File: config.mk
export PLATFORM = sky130hd
export DESIGN_NAME = uart_tx_fifo
export DESIGN_NICKNAME = d
export VERILOG_FILES = /design/src/rtl/uart_tx_fifo_pkg.sv /design/src/rtl/uart_tx_fifo_sync_fifo.sv /design/src/rtl/uart_tx_fifo.sv
export SDC_FILE = /design/constraint.sdc
export NUM_CORES = 1
export LEC_CHECK = 0
export ABC_AREA = 1
export BUFFER_PORTS_ARGS = -buffer_cell sky130_fd_sc_hd__buf_4
export CORE_MARGIN = 5
export CORE_UTILIZATION = 50
export CTS_CLUSTER_DIAMETER = 80
export DETAILED_ROUTE_END_ITERATION = 6
export PLACE_DENSITY = 0.67
export SLEW_MARGIN = 20
export SYNTH_ARGS = -nofsm -noshare
export SYNTH_HDL_FRONTEND = slang
export SYNTH_HIERARCHICAL = 1
export SYNTH_SLANG_ARGS = --single-unit
File: constraint.sdc
create_clock -name clk -period 3.6 [get_ports clk]
set_clock_uncertainty 0.1 [all_clocks]
set_input_delay 0.54 -clock clk [delete_from_list [all_inputs] [get_ports clk]]
set_output_delay 0.54 -clock clk [all_outputs]
set_load 0.1 [all_outputs]
File: src/rtl/uart_tx_fifo_pkg.sv
// Shared types for the FIFO-buffered UART transmitter.
//   parity_t   : runtime parity selection (PAR_RSVD behaves as PAR_NONE)
//   tx_state_t : transmitter frame sequencer states
//   par_enabled: true when the selected mode inserts a parity bit
package uart_tx_fifo_pkg;

  typedef enum logic [1:0] {
    PAR_NONE = 2'b00,
    PAR_EVEN = 2'b01,
    PAR_ODD  = 2'b10,
    PAR_RSVD = 2'b11
  } parity_t;

  typedef enum logic [2:0] {
    IDLE,
    START,
    DATA,
    PARITY,
    STOP
  } tx_state_t;

  function automatic logic par_enabled(parity_t mode);
    return (mode == PAR_EVEN) || (mode == PAR_ODD);
  endfunction

endpackage

File: src/rtl/uart_tx_fifo_sync_fifo.sv
// Synchronous FIFO holding words queued for transmission.
//   clk, rst_n : clock, asynchronous active-low reset (clears pointers and count)
//   push       : write wr_data; ignored while full (even if pop is also high)
//   pop        : advance the read pointer; ignored while empty
//   wr_data    : word to enqueue
//   rd_data    : head-of-queue word (valid while !empty)
//   full/empty : registered count decodes
//   count      : number of queued entries
module uart_tx_fifo_sync_fifo #(
  parameter int unsigned W     = 8,
  parameter int unsigned DEPTH = 16
) (
  input  logic                     clk,
  input  logic                     rst_n,
  input  logic                     push,
  input  logic                     pop,
  input  logic [W-1:0]             wr_data,
  output logic [W-1:0]             rd_data,
  output logic                     full,
  output logic                     empty,
  output logic [$clog2(DEPTH):0]   count
);

  localparam int unsigned PtrW = $clog2(DEPTH);
  localparam logic [PtrW:0] FullCnt = (PtrW + 1)'(DEPTH);

  logic [W-1:0]    mem [DEPTH];
  logic [PtrW-1:0] wr_ptr_q, rd_ptr_q;
  logic [PtrW:0]   count_q;
  logic            push_ok, pop_ok;

  assign full    = (count_q == FullCnt);
  assign empty   = (count_q == '0);
  assign count   = count_q;
  assign rd_data = mem[rd_ptr_q];

  // A push while full is dropped even when a pop frees a slot in the same cycle.
  assign push_ok = push && !full;
  assign pop_ok  = pop && !empty;

  always_ff @(posedge clk) begin
    if (push_ok) mem[wr_ptr_q] <= wr_data;
  end

  // Pointers are exactly PtrW bits wide, so they wrap modulo DEPTH on their own.
  always_ff @(posedge clk or negedge rst_n) begin
    if (!rst_n) begin
      wr_ptr_q <= '0;
      rd_ptr_q <= '0;
      count_q  <= '0;
    end else begin
      if (push_ok) wr_ptr_q <= wr_ptr_q + 1'b1;
      if (pop_ok)  rd_ptr_q <= rd_ptr_q + 1'b1;
      case ({push_ok, pop_ok})
        2'b10:   count_q <= count_q + 1'b1;
        2'b01:   count_q <= count_q - 1'b1;
        default: count_q <= count_q;
      endcase
    end
  end

endmodule

File: src/rtl/uart_tx_fifo.sv
// UART transmitter with a TX FIFO and per-frame runtime format.
//   clk, rst_n  : system clock, asynchronous active-low reset
//   baud_div    : bit period = baud_div+1 clocks (sampled when a frame starts)
//   parity_mode : 00 none, 01 even, 10 odd, 11 none (sampled when a frame starts)
//   two_stop    : 0 one stop bit, 1 two stop bits (sampled when a frame starts)
//   wr_en       : push wr_data into the FIFO
//   wr_data     : word to transmit, LSB first
//   full        : FIFO full, pushes are dropped
//   ovf         : wr_en while full (the word is lost this cycle)
//   fifo_cnt    : queued entries
//   TX          : serial line, idle high
//   tx_done     : FSM idle with nothing queued
module uart_tx_fifo
  import uart_tx_fifo_pkg::*;
#(
  parameter int unsigned DATA_W     = 8,
  parameter int unsigned FIFO_DEPTH = 16,
  parameter int unsigned BAUD_W     = 13
) (
  input  logic                          clk,
  input  logic                          rst_n,
  input  logic [BAUD_W-1:0]             baud_div,
  input  logic [1:0]                    parity_mode,
  input  logic                          two_stop,
  input  logic                          wr_en,
  input  logic [DATA_W-1:0]             wr_data,
  output logic                          full,
  output logic                          ovf,
  output logic [$clog2(FIFO_DEPTH):0]   fifo_cnt,
  output logic                          TX,
  output logic                          tx_done
);

  localparam int unsigned BitW = (DATA_W > 1) ? $clog2(DATA_W) : 1;
  localparam logic [BitW-1:0] LastBit = BitW'(DATA_W - 1);

  tx_state_t         state_q;
  logic [BAUD_W-1:0] baud_q, div_q;
  logic [BitW-1:0]   bit_q;
  logic [DATA_W-1:0] sh_q;
  logic              tx_q, done_q, par_en_q, par_q, stop2_q;

  logic              empty, pop, tick;
  logic [DATA_W-1:0] rd_data;
  parity_t           mode;

  assign mode    = parity_t'(parity_mode);
  assign pop     = (state_q == IDLE) && !empty;
  assign tick    = (baud_q == '0);
  assign ovf     = wr_en && full;
  assign TX      = tx_q;
  assign tx_done = done_q;

  uart_tx_fifo_sync_fifo #(
    .W     (DATA_W),
    .DEPTH (FIFO_DEPTH)
  ) u_fifo (
    .clk     (clk),
    .rst_n   (rst_n),
    .push    (wr_en),
    .pop     (pop),
    .wr_data (wr_data),
    .rd_data (rd_data),
    .full    (full),
    .empty   (empty),
    .count   (fifo_cnt)
  );

  always_ff @(posedge clk or negedge rst_n) begin
    if (!rst_n) begin
      state_q  <= IDLE;
      tx_q     <= 1'b1;
      done_q   <= 1'b1;
      baud_q   <= '0;
      div_q    <= '0;
      bit_q    <= '0;
      sh_q     <= '0;
      par_en_q <= 1'b0;
      par_q    <= 1'b0;
      stop2_q  <= 1'b0;
    end else begin
      // Bit timer: reload at every boundary so each bit is exactly div_q+1 clocks.
      if (state_q != IDLE) baud_q <= tick ? div_q : baud_q - 1'b1;

      case (state_q)
        IDLE: begin
          if (pop) begin
            // Frame format is frozen here; later config changes wait for the next frame.
            state_q  <= START;
            tx_q     <= 1'b0;
            done_q   <= 1'b0;
            baud_q   <= baud_div;
            div_q    <= baud_div;
            sh_q     <= rd_data;
            par_en_q <= par_enabled(mode);
            par_q    <= (mode == PAR_ODD) ? ~^rd_data : ^rd_data;
            stop2_q  <= two_stop;
          end else begin
            done_q <= 1'b1;
          end
        end
        START: begin
          if (tick) begin
            state_q <= DATA;
            tx_q    <= sh_q[0];
            sh_q    <= sh_q >> 1;
            bit_q   <= '0;
          end
        end
        DATA: begin
          if (tick) begin
            if (bit_q == LastBit) begin
              state_q <= par_en_q ? PARITY : STOP;
              tx_q    <= par_en_q ? par_q : 1'b1;
            end else begin
              tx_q  <= sh_q[0];
              sh_q  <= sh_q >> 1;
              bit_q <= bit_q + 1'b1;
            end
          end
        end
        PARITY: begin
          if (tick) begin
            state_q <= STOP;
            tx_q    <= 1'b1;
          end
        end
        STOP: begin
          if (tick) begin
            if (stop2_q) begin
              stop2_q <= 1'b0;
            end else begin
              state_q <= IDLE;
              done_q  <= empty;
            end
          end
        end
        default: begin
          state_q <= IDLE;
          tx_q    <= 1'b1;
        end
      endcase
    end
  end

endmodule

==> impl_metrics.tcl, run 1 <==
set metrics [dict create \
    vias_per_cell 5.032 \
    core-area_um2 17900 \
    final.setup.tns_ps 0 \
    grt_max_degree 59 \
    die_y_um 144.5 \
    die_w_um 144.5 \
    yosys_most_used_dff "edfxtp_1" \
    first_global_vias 6173 \
    crit_path_start "state_q[0]" \
    postCtsSetupRepairBufs 0 \
    start_util_pct 50.55 \
    leakagePower_nw 4.681 \
    port_buffers 35 \
    cts_buffers 17 \
    vias 6512 \
    clock-sinks 186 \
    gp_congestion 0.8487 \
    syn_nets 1065 \
    final_common_cell "nand2_1" \
    tightest_slew_ps 911.8 \
    cp.arrival_ps 3120 \
    num_rows 49 \
    min_path_type "input port to async pin" \
    fill_cells 1592 \
    finalNonFillerCells 1294 \
    cts_tree "done" \
    clk_pin_slew_ps 70 \
    setup.worst_path.start_class "flop" \
    endpoint_kind "flop" \
    holdBufCountCts 0 \
    worstSkewPairLatency_ps 430 \
    synth_seq_cells 186 \
    ant_nets 0 \
    setup_ws_ps 703.0 \
    routed_wirelength_um 19140 \
    grt_overflow 0 \
    synth_area_um2 9050 \
    hold_viol 0 \
    placed_cell_area_um2 9457 \
    cts_buffer_depth 2 \
    vdd_drop_max_mv 0.5206 \
    utilization_pct 56.15 \
    avgRoutedWirePerCell_um 14.79 \
    yosysSeqAreaShare_pct 58.54 \
    cts-root-buf "clkbuf_16" \
    grt_antenna_before_repair 0 \
    drt_iter0_drc 417 \
    dr.pass1.iters 5 \
    rrSetupSlack_ps 700 \
    route.detailed.drc 0 \
    final_area_um2 10050 \
    ios 36 \
    drive_above_1_share_pct 9.484 \
    fin_crit_sh_pct 80.47 \
    power_density_nw_per_um2 874.5 \
    ys_warn_count 6 \
    hpwl_um 12600 \
    ys_types 36 \
    synth_edf_count 128 \
    clock.fmax_mhz 345.2 \
    track_usage_pct 19.32 \
    fin_nets 1094 \
    layout_common_cells "nand2_1, edfxtp_1, inv_1" \
    max_slew_margin_pct 39.13 \
    path_max_fanout 19 \
    critical_path_class "flop to flop" \
    worstSetupEndpoint "u_fifo/count[4]" \
    syn_inst 1023 \
    die_area_um2 20890 \
    grt_pass1_wl_um 31150 \
    reg2reg_depth 16 \
    avgSynthCellArea_um2 8.846 \
    worst_hold_slack_ps 78.91 \
    timing.rr.end "u_fifo/count[4]" \
    areaGrowthSynthToFinish_pct 11.07 \
    min_period_ps 2897 \
    drv_cap 0 \
    ctsHtreeMaxLevel 4 \
    status "completed" \
    diodes 0 \
    pre_cts_ws_ps 713.7 \
    grt_setup_unrepaired "no" \
    r2r_start "state_q[0]" \
    cts-resized-gates 0 \
    finalPower_mw 8.791 \
    synthArstFlopShare_pct 31.18 \
    finalSetupViolations 0 \
    dp.cells 1262 \
    report.final.slew_viol_count 0 \
    required_ps 3820 \
]
## where the power goes
part	total [mW]	internal (mW)	switching [mW]
clock network	1.85	0.939	0.907
logic	3.84	1.17	2.67
registers	3.10	2.76	0.343
total	8.79	4.87	3.92
## how the worst min path moves through the flow
stage                            to  slack [ps]  depth (start not counted)
after floorplan           baud_q[0]         140                          0
after global placement     div_q[5]         350                          2
after detailed placement   div_q[8]         350                          2
after CTS                 baud_q[8]         110                          1
after global routing       bit_q[2]         140                          1
final                      bit_q[2]          80                          1
## cells in the mapped netlist, types with 4 or more instances
master    number  area [um2]
xor2_1         9       78.83
nand2_1      402        1509
ha_1          14       175.2
o21ai_0       37       185.2
dfrtp_1       56        1401
inv_2          6       22.52
buf_4          4       30.03
o21bai_1       4       30.03
edfxtp_1     128        3844
nor2_4         4       45.04
o21ai_1        7       35.03
nand2_2        5       31.28
buf_2         16       80.08
nand3_1       88       440.4
inv_1        115       431.7
nor2_1        89       334.1
## state kept, by name, summed over array words and instances, names as in the netlist
signal,flops
u_fifo/count,5
u_fifo/rd_ptr_q,4
baud_q,13
u_fifo/mem,128
div_q,13
sh_q,8
par_q,1
state_q,3
stop2_q,1
TX,1
u_fifo/wr_ptr_q,4
bit_q,3
tx_done,1
par_en_q,1
## kinds of logic after synthesis
kind of cell	share of synthesized area, %
AND/OR/NAND/NOR	27.79
buffers and inverters	6.954
XOR/XNOR	1.161
adder cells (fa/ha/maj)	2.157
flip-flops	58.54
AO/OA/AOI/OAI	3.401
## worst max-delay path, cell delays in order, from the launching register on
cell	delay, ps
dfrtp_1	500
nor2_4	190
nand2_4	190
nor2_8	290
nand2_1	200
inv_1	140
ha_1	250
inv_1	100
fa_1	410
inv_1	70
nand2_1	40
nand2_1	70
nand2_1	50
nand2_1	50
nand2_1	40
nand2_1	50
nand2_1	40
## per-layer routing
metal  wire [um]  track usage [%]  up-vias
li1            -                -     3303
met1        8642            26.05     3069
met2        9464            32.36      131
met3         865            3.902        9
met4         165            4.664        0
met5           0                0        -
## layout make-up
| class | instances | area [um2] | share of cell area, % |
|---|---|---|---|
| Sequential cell | 186 | 5299 | 52.71 |
| Multi-Input combinational cell | 686 | 3123 | 31.07 |
| Inverter | 124 | 470.5 | 4.680 |
| Clock buffer | 17 | 425.4 | 4.232 |
| Tap cell | 229 | 286.5 | 2.850 |
| Timing Repair Buffer | 37 | 277.8 | 2.763 |
| Clock inverter | 15 | 170.2 | 1.693 |
No activity file was read; power rests on OpenSTA's default activity.
==> run 2, diff against run 1 <==
==> constraint.sdc (replaced) <==
create_clock -name clk -period 2.7 [get_ports clk]
set_clock_uncertainty 0.1 [all_clocks]
set_input_delay 0.405 -clock clk [delete_from_list [all_inputs] [get_ports clk]]
set_output_delay 0.405 -clock clk [all_outputs]
set_load 0.1 [all_outputs]
==> impl_metrics.tcl, run 2 (synthesized netlist as in run 1, its figures left out) <==
set metrics [dict create \
    status "completed" \
    utilization_pct 57.33 \
    ant_nets 0 \
    drv_cap 0 \
    setup.worst_path.start_class "flop" \
    vias 6485 \
    rrSetupSlack_ps 280 \
    grt_antenna_before_repair 0 \
    port_buffers 35 \
    min_path_cells 3 \
    hp-start "baud_div[11]" \
    holdPathEnd "div_q[11]" \
    die_y_um 144.5 \
    grt_pass1_wl_um 29730 \
    crit_chain "nor2_1 -> nand4_1 -> nand2_2 -> ha_1 -> inv_1 -> fa_1 -> inv_1 -> nand2_1 -> nand2_1 -> nand2_1 -> nand2_1 -> nand2_1 -> nand2_1 -> nand2_1" \
    dr.pass1.iters 5 \
    fin_nets 1120 \
    fin_crit_sh_pct 89.81 \
    vias_per_cell 4.913 \
    max_slew_margin_pct 47.82 \
    timing.rr.end "u_fifo/count[4]" \
    report.final.slew_viol_count 0 \
    final_area_um2 10260 \
    first_global_vias 5831 \
    cts_buffer_depth 2 \
    drt_iter0_drc 422 \
    drive_above_1_share_pct 12.19 \
    endpoint_kind "flop" \
    grt_overflow 0 \
    die_w_um 144.5 \
    grt_setup_unrepaired "no" \
    hpwl_um 12570 \
    worstSkewPairLatency_ps 450 \
    largest_register_ffs 128 \
    diodes 0 \
    num_rows 49 \
    ctsHtreeMaxLevel 4 \
    layout_common_cells "nand2_1, edfxtp_1, inv_1" \
    min_period_ps 2425 \
    cts-root-buf "clkbuf_16" \
    cts_tree "done" \
    critical_path_class "flop to flop" \
    regMostFlops "u_fifo/mem" \
    grt_max_degree 66 \
    power_density_nw_per_um2 1155 \
    final_common_cell "nand2_1" \
    clock-sinks 186 \
    start_util_pct 50.55 \
    r2r_start "u_fifo/count[2]" \
    vdd_drop_max_mv 0.6276 \
    crit_path_top_delay_cell "dfrtp_4" \
    hold_viol 0 \
    min_path_type "input port to flop" \
    areaGrowthSynthToFinish_pct 13.41 \
    route.detailed.drc 0 \
    die_area_um2 20890 \
    ios 36 \
    placed_cell_area_um2 9679 \
    cts_buffers 17 \
    max_stage_delay_ps 500 \
    tightest_slew_ps 779.8 \
    reg2reg_depth 14 \
    required_ps 2950 \
    cp.arrival_ps 2670 \
    leakagePower_nw 4.794 \
    critical_path.most_common_cell "nand2_1" \
    track_usage_pct 18.56 \
    clock.fmax_mhz 412.4 \
    fill_cells 1547 \
    finalPower_mw 11.86 \
    clk_pin_slew_ps 80 \
    avgRoutedWirePerCell_um 14.23 \
    worst_hold_slack_ps 84.55 \
    gp_congestion 0.8755 \
    path_max_fanout 7 \
    core-area_um2 17900 \
    finalSetupViolations 0 \
    routed_wirelength_um 18780 \
    top_regs "u_fifo/mem: 128 flops, baud_q: 13 flops, div_q: 13 flops" \
]
==> run 2: changes by cell type in the layout (fill, tap and decap cells not counted), sizes merged <==
| cell | change |
|---|---|
| dlygate4sd3 | +1 |
| clkbuf | +1 |
| buf | +25 |
| clkinv | -1 |
==> run 2: through the flow <==
stage	setup slack (ps)	setup TNS, ps	std cells
2_1_floorplan	-35.57	-35.57	1023
3_3_place_gp	260.4	0	1287
3_5_place_dp	235.8	0	1287
4_1_cts	230.4	0	1320
5_1_grt	5.247	0	1320
6_report	275.2	0	1320
==> run 2: worst max-delay path by stage <==
stage	end	depth (start not counted)	start
final	u_fifo/count[4]	14	u_fifo/count[2]
after detailed placement	u_fifo/count[4]	13	u_fifo/count[1]
after global placement	u_fifo/count[4]	13	u_fifo/count[1]
after global routing	u_fifo/count[4]	14	u_fifo/count[2]
after CTS	u_fifo/count[4]	13	u_fifo/count[1]
after floorplan	u_fifo/count[4]	14	u_fifo/count[1]
==> run 2: metal layers <==
metal	part of all wire (%)	up-vias	wire length [um]	global-route usage (%)
li1	-	3364	-	-
met1	46	2966	8715	25.47
met2	48	132	9066	30.58
met3	4.0	23	750	2.844
met4	1.3	0	246	5.891
met5	0	-	0	0
==> run 2: layout make-up <==
type	instances	area (um2)	share of cell area [%]
clock buffers	18	429.2	4.181
clock inverters	14	145.1	1.414
inverters	124	474.2	4.620
multi-input cells	686	3123	30.43
flip-flops and latches	186	5318	51.81
well taps	229	286.5	2.792
repair buffers	63	488.0	4.754
==> run 2: worst max-delay path: cells and delay by family, from the launching register on <==
family	cells	cell delay (ps)
simple gates	10	880
fa+ha+maj	2	680
buf+inv	2	160
flops	1	500
==> run 2: power breakdown <==
part | total (mW) | switching (mW) | leakage (nW) | internal (mW)
Clock | 2.43 | 1.19 | 0.283 | 1.24
Combinational | 5.34 | 3.64 | 2.65 | 1.70
Sequential | 4.08 | 0.384 | 1.86 | 3.70
Total | 11.9 | 5.22 | 4.79 | 6.64
==> run 2: what timing repair did <==
action / CTS / global route
endpoints found under the hold margin: 56 / 0
endpoints found under the setup margin: 0 / 1
resized for setup: 0 / 1
hold buffers: 1 / 0
setup buffers: 0 / 0
==> run 3, diff against run 2 <==
--- a/config.mk
+++ b/config.mk
@@ -9,7 +9,7 @@
 export BUFFER_PORTS_ARGS = -buffer_cell sky130_fd_sc_hd__buf_4
 export CORE_MARGIN = 5
 export CORE_UTILIZATION = 50
-export CTS_CLUSTER_DIAMETER = 80
+export CTS_BUF_LIST = sky130_fd_sc_hd__clkbuf_4 sky130_fd_sc_hd__clkbuf_8
 export DETAILED_ROUTE_END_ITERATION = 6
 export PLACE_DENSITY = 0.67
 export SLEW_MARGIN = 20
==> impl_metrics.tcl, run 3 (synthesized netlist as in run 1, its figures left out) <==
set metrics [dict create \
    postCtsSetupRepairBufs 0 \
    gp_congestion 0.8755 \
    drt_iter0_drc 390 \
    tightest_slew_ps 788.5 \
    final_common_cell "nand2_1" \
    vias_per_cell 4.883 \
    cts_buffer_depth 2 \
    endpoint_kind "flop" \
    first_global_vias 5799 \
    top_regs "u_fifo/mem: 128 flops, baud_q: 13 flops, div_q: 13 flops" \
    pre_cts_ws_ps 235.8 \
    grt_antenna_before_repair 0 \
    grt_overflow 0 \
    finalPower_mw 11.25 \
    ios 36 \
    crit_path_start "u_fifo/count[2]" \
    routed_wirelength_um 18670 \
    ant_nets 0 \
    clkPwrFrac_pct 16.2 \
    min_path_type "input port to flop" \
    cell_internal_pwr_mw 6.105 \
    clock.fmax_mhz 411.9 \
    vias 6445 \
    grt_max_degree 66 \
    switchingPower_mw 5.143 \
    core-area_um2 17900 \
    drive_above_1_share_pct 12.28 \
    dr.pass1.iters 6 \
    power_density_nw_per_um2 1116 \
    track_usage_pct 18.55 \
    wl_met2_um 8982 \
    top_layer "met4" \
    die_area_um2 20890 \
    max_slew_margin_pct 47.24 \
    hp-start "baud_div[11]" \
    cp.arrival_ps 2720 \
    multiInputGateArea_um2 3123 \
    worstSkewPairLatency_ps 490 \
    setup_ws_ps 272.5 \
    required_ps 2990 \
    r2r_start "u_fifo/count[2]" \
    regMostFlops "u_fifo/mem" \
    met3_length_um 839 \
    vdd_drop_max_mv 0.6189 \
    swShare_pct 45.72 \
    combPwrFrac_pct 47.5 \
    final.setup.tns_ps 0 \
    leakagePower_nw 4.710 \
    cts_tree "done" \
    register_area_um2 5318 \
    clock-sinks 186 \
    hold_viol 0 \
    status "completed" \
    wl_met1_um 8625 \
    diodes 0 \
    die_w_um 144.5 \
    largest_register_ffs 128 \
    start_util_pct 50.55 \
    ctsHtreeMaxLevel 4 \
    finalNonFillerCells 1320 \
    grt_pass1_wl_um 29630 \
    die_y_um 144.5 \
    fin_nets 1120 \
    route.detailed.drc 0 \
    areaGrowthSynthToFinish_pct 11.34 \
    fill_cells 1590 \
    clk_pin_slew_ps 120 \
    hpwl_um 12570 \
    cts_buffers 17 \
    worst_hold_slack_ps 36.39 \
    cts-root-buf "clkbuf_8" \
    layout_common_cells "nand2_1, edfxtp_1, inv_1" \
    setup.worst_path.start_class "flop" \
    dp.cells 1287 \
    avgRoutedWirePerCell_um 14.14 \
    drv_cap 0 \
    min_period_ps 2428 \
    path_max_fanout 7 \
    pwr-share-seq_pct 36.3 \
    finalSetupViolations 0 \
    report.final.slew_viol_count 0 \
    port_buffers 35 \
    critical_path_class "flop to flop" \
    num_rows 49 \
    grt_setup_unrepaired "no" \
    fin_crit_sh_pct 89.91 \
]
-- run 3: critical path, stage by stage (launching register included) --
cell     delay (ps)
dfrtp_4         510
nor2_1          130
nand4_1         190
nand2_2         220
ha_1            270
inv_1            90
fa_1            410
inv_1            70
nand2_1          40
nand2_1          70
nand2_1          50
nand2_1          50
nand2_1          40
nand2_1          50
nand2_1          40
-- run 3: routing by layer --
metal / up-vias / global-route usage [%]
li1: 3352 / -
met1: 2950 / 25.18
met2: 125 / 30.41
met3: 18 / 3.737
met4: 0 / 5.498
met5: - / 0
-- run 3: through the flow --
stage | util (%) | cell area (um2)
global route | 56.28 | 10080
finish | 56.28 | 10080
detailed placement | 54.07 | 9679
global placement | 54.07 | 9679
CTS | 56.28 | 10080
floorplan | - | 9072
-- run 3: path summary, 6_finish.rpt --
| kind | to | slack [ps] | cells after the start |
|---|---|---|---|
| max in group asynchronous | u_fifo/count[3] | 1460 | 2 |
| min reg2reg | sh_q[6] | 370 | 2 |
| min in group asynchronous | sh_q[0] | 440 | 2 |
| max reg2reg | u_fifo/count[4] | 270 | 14 |
| max | u_fifo/count[4] | 270 | 14 |
| min | div_q[11] | 40 | 3 |
-- run 3: power by group through the flow --
stage,Combinational [mW],Sequential [mW],Clock [mW]
2_1_floorplan,3.78,4.40,0
3_3_place_gp,5.27,4.12,0
3_5_place_dp,5.36,4.14,0
4_1_cts,5.37,4.08,1.87
5_1_grt,6.09,4.14,2.00
6_report,5.35,4.08,1.82
-- run 3: area by class of cell --
cell class	instances	area share [%]
clock inverter	14	1.440
multi-input combinational	686	30.99
timing repair buffer	63	4.843
tap	229	2.844
clock buffer	18	2.397
sequential	186	52.78
inverter	124	4.706
-- run 3: timing repair --
action,4_1_cts,5_1_grt
endpoints found under the hold margin,56,0
resized for setup,0,1
hold buffers,1,0
endpoints found under the setup margin,0,1
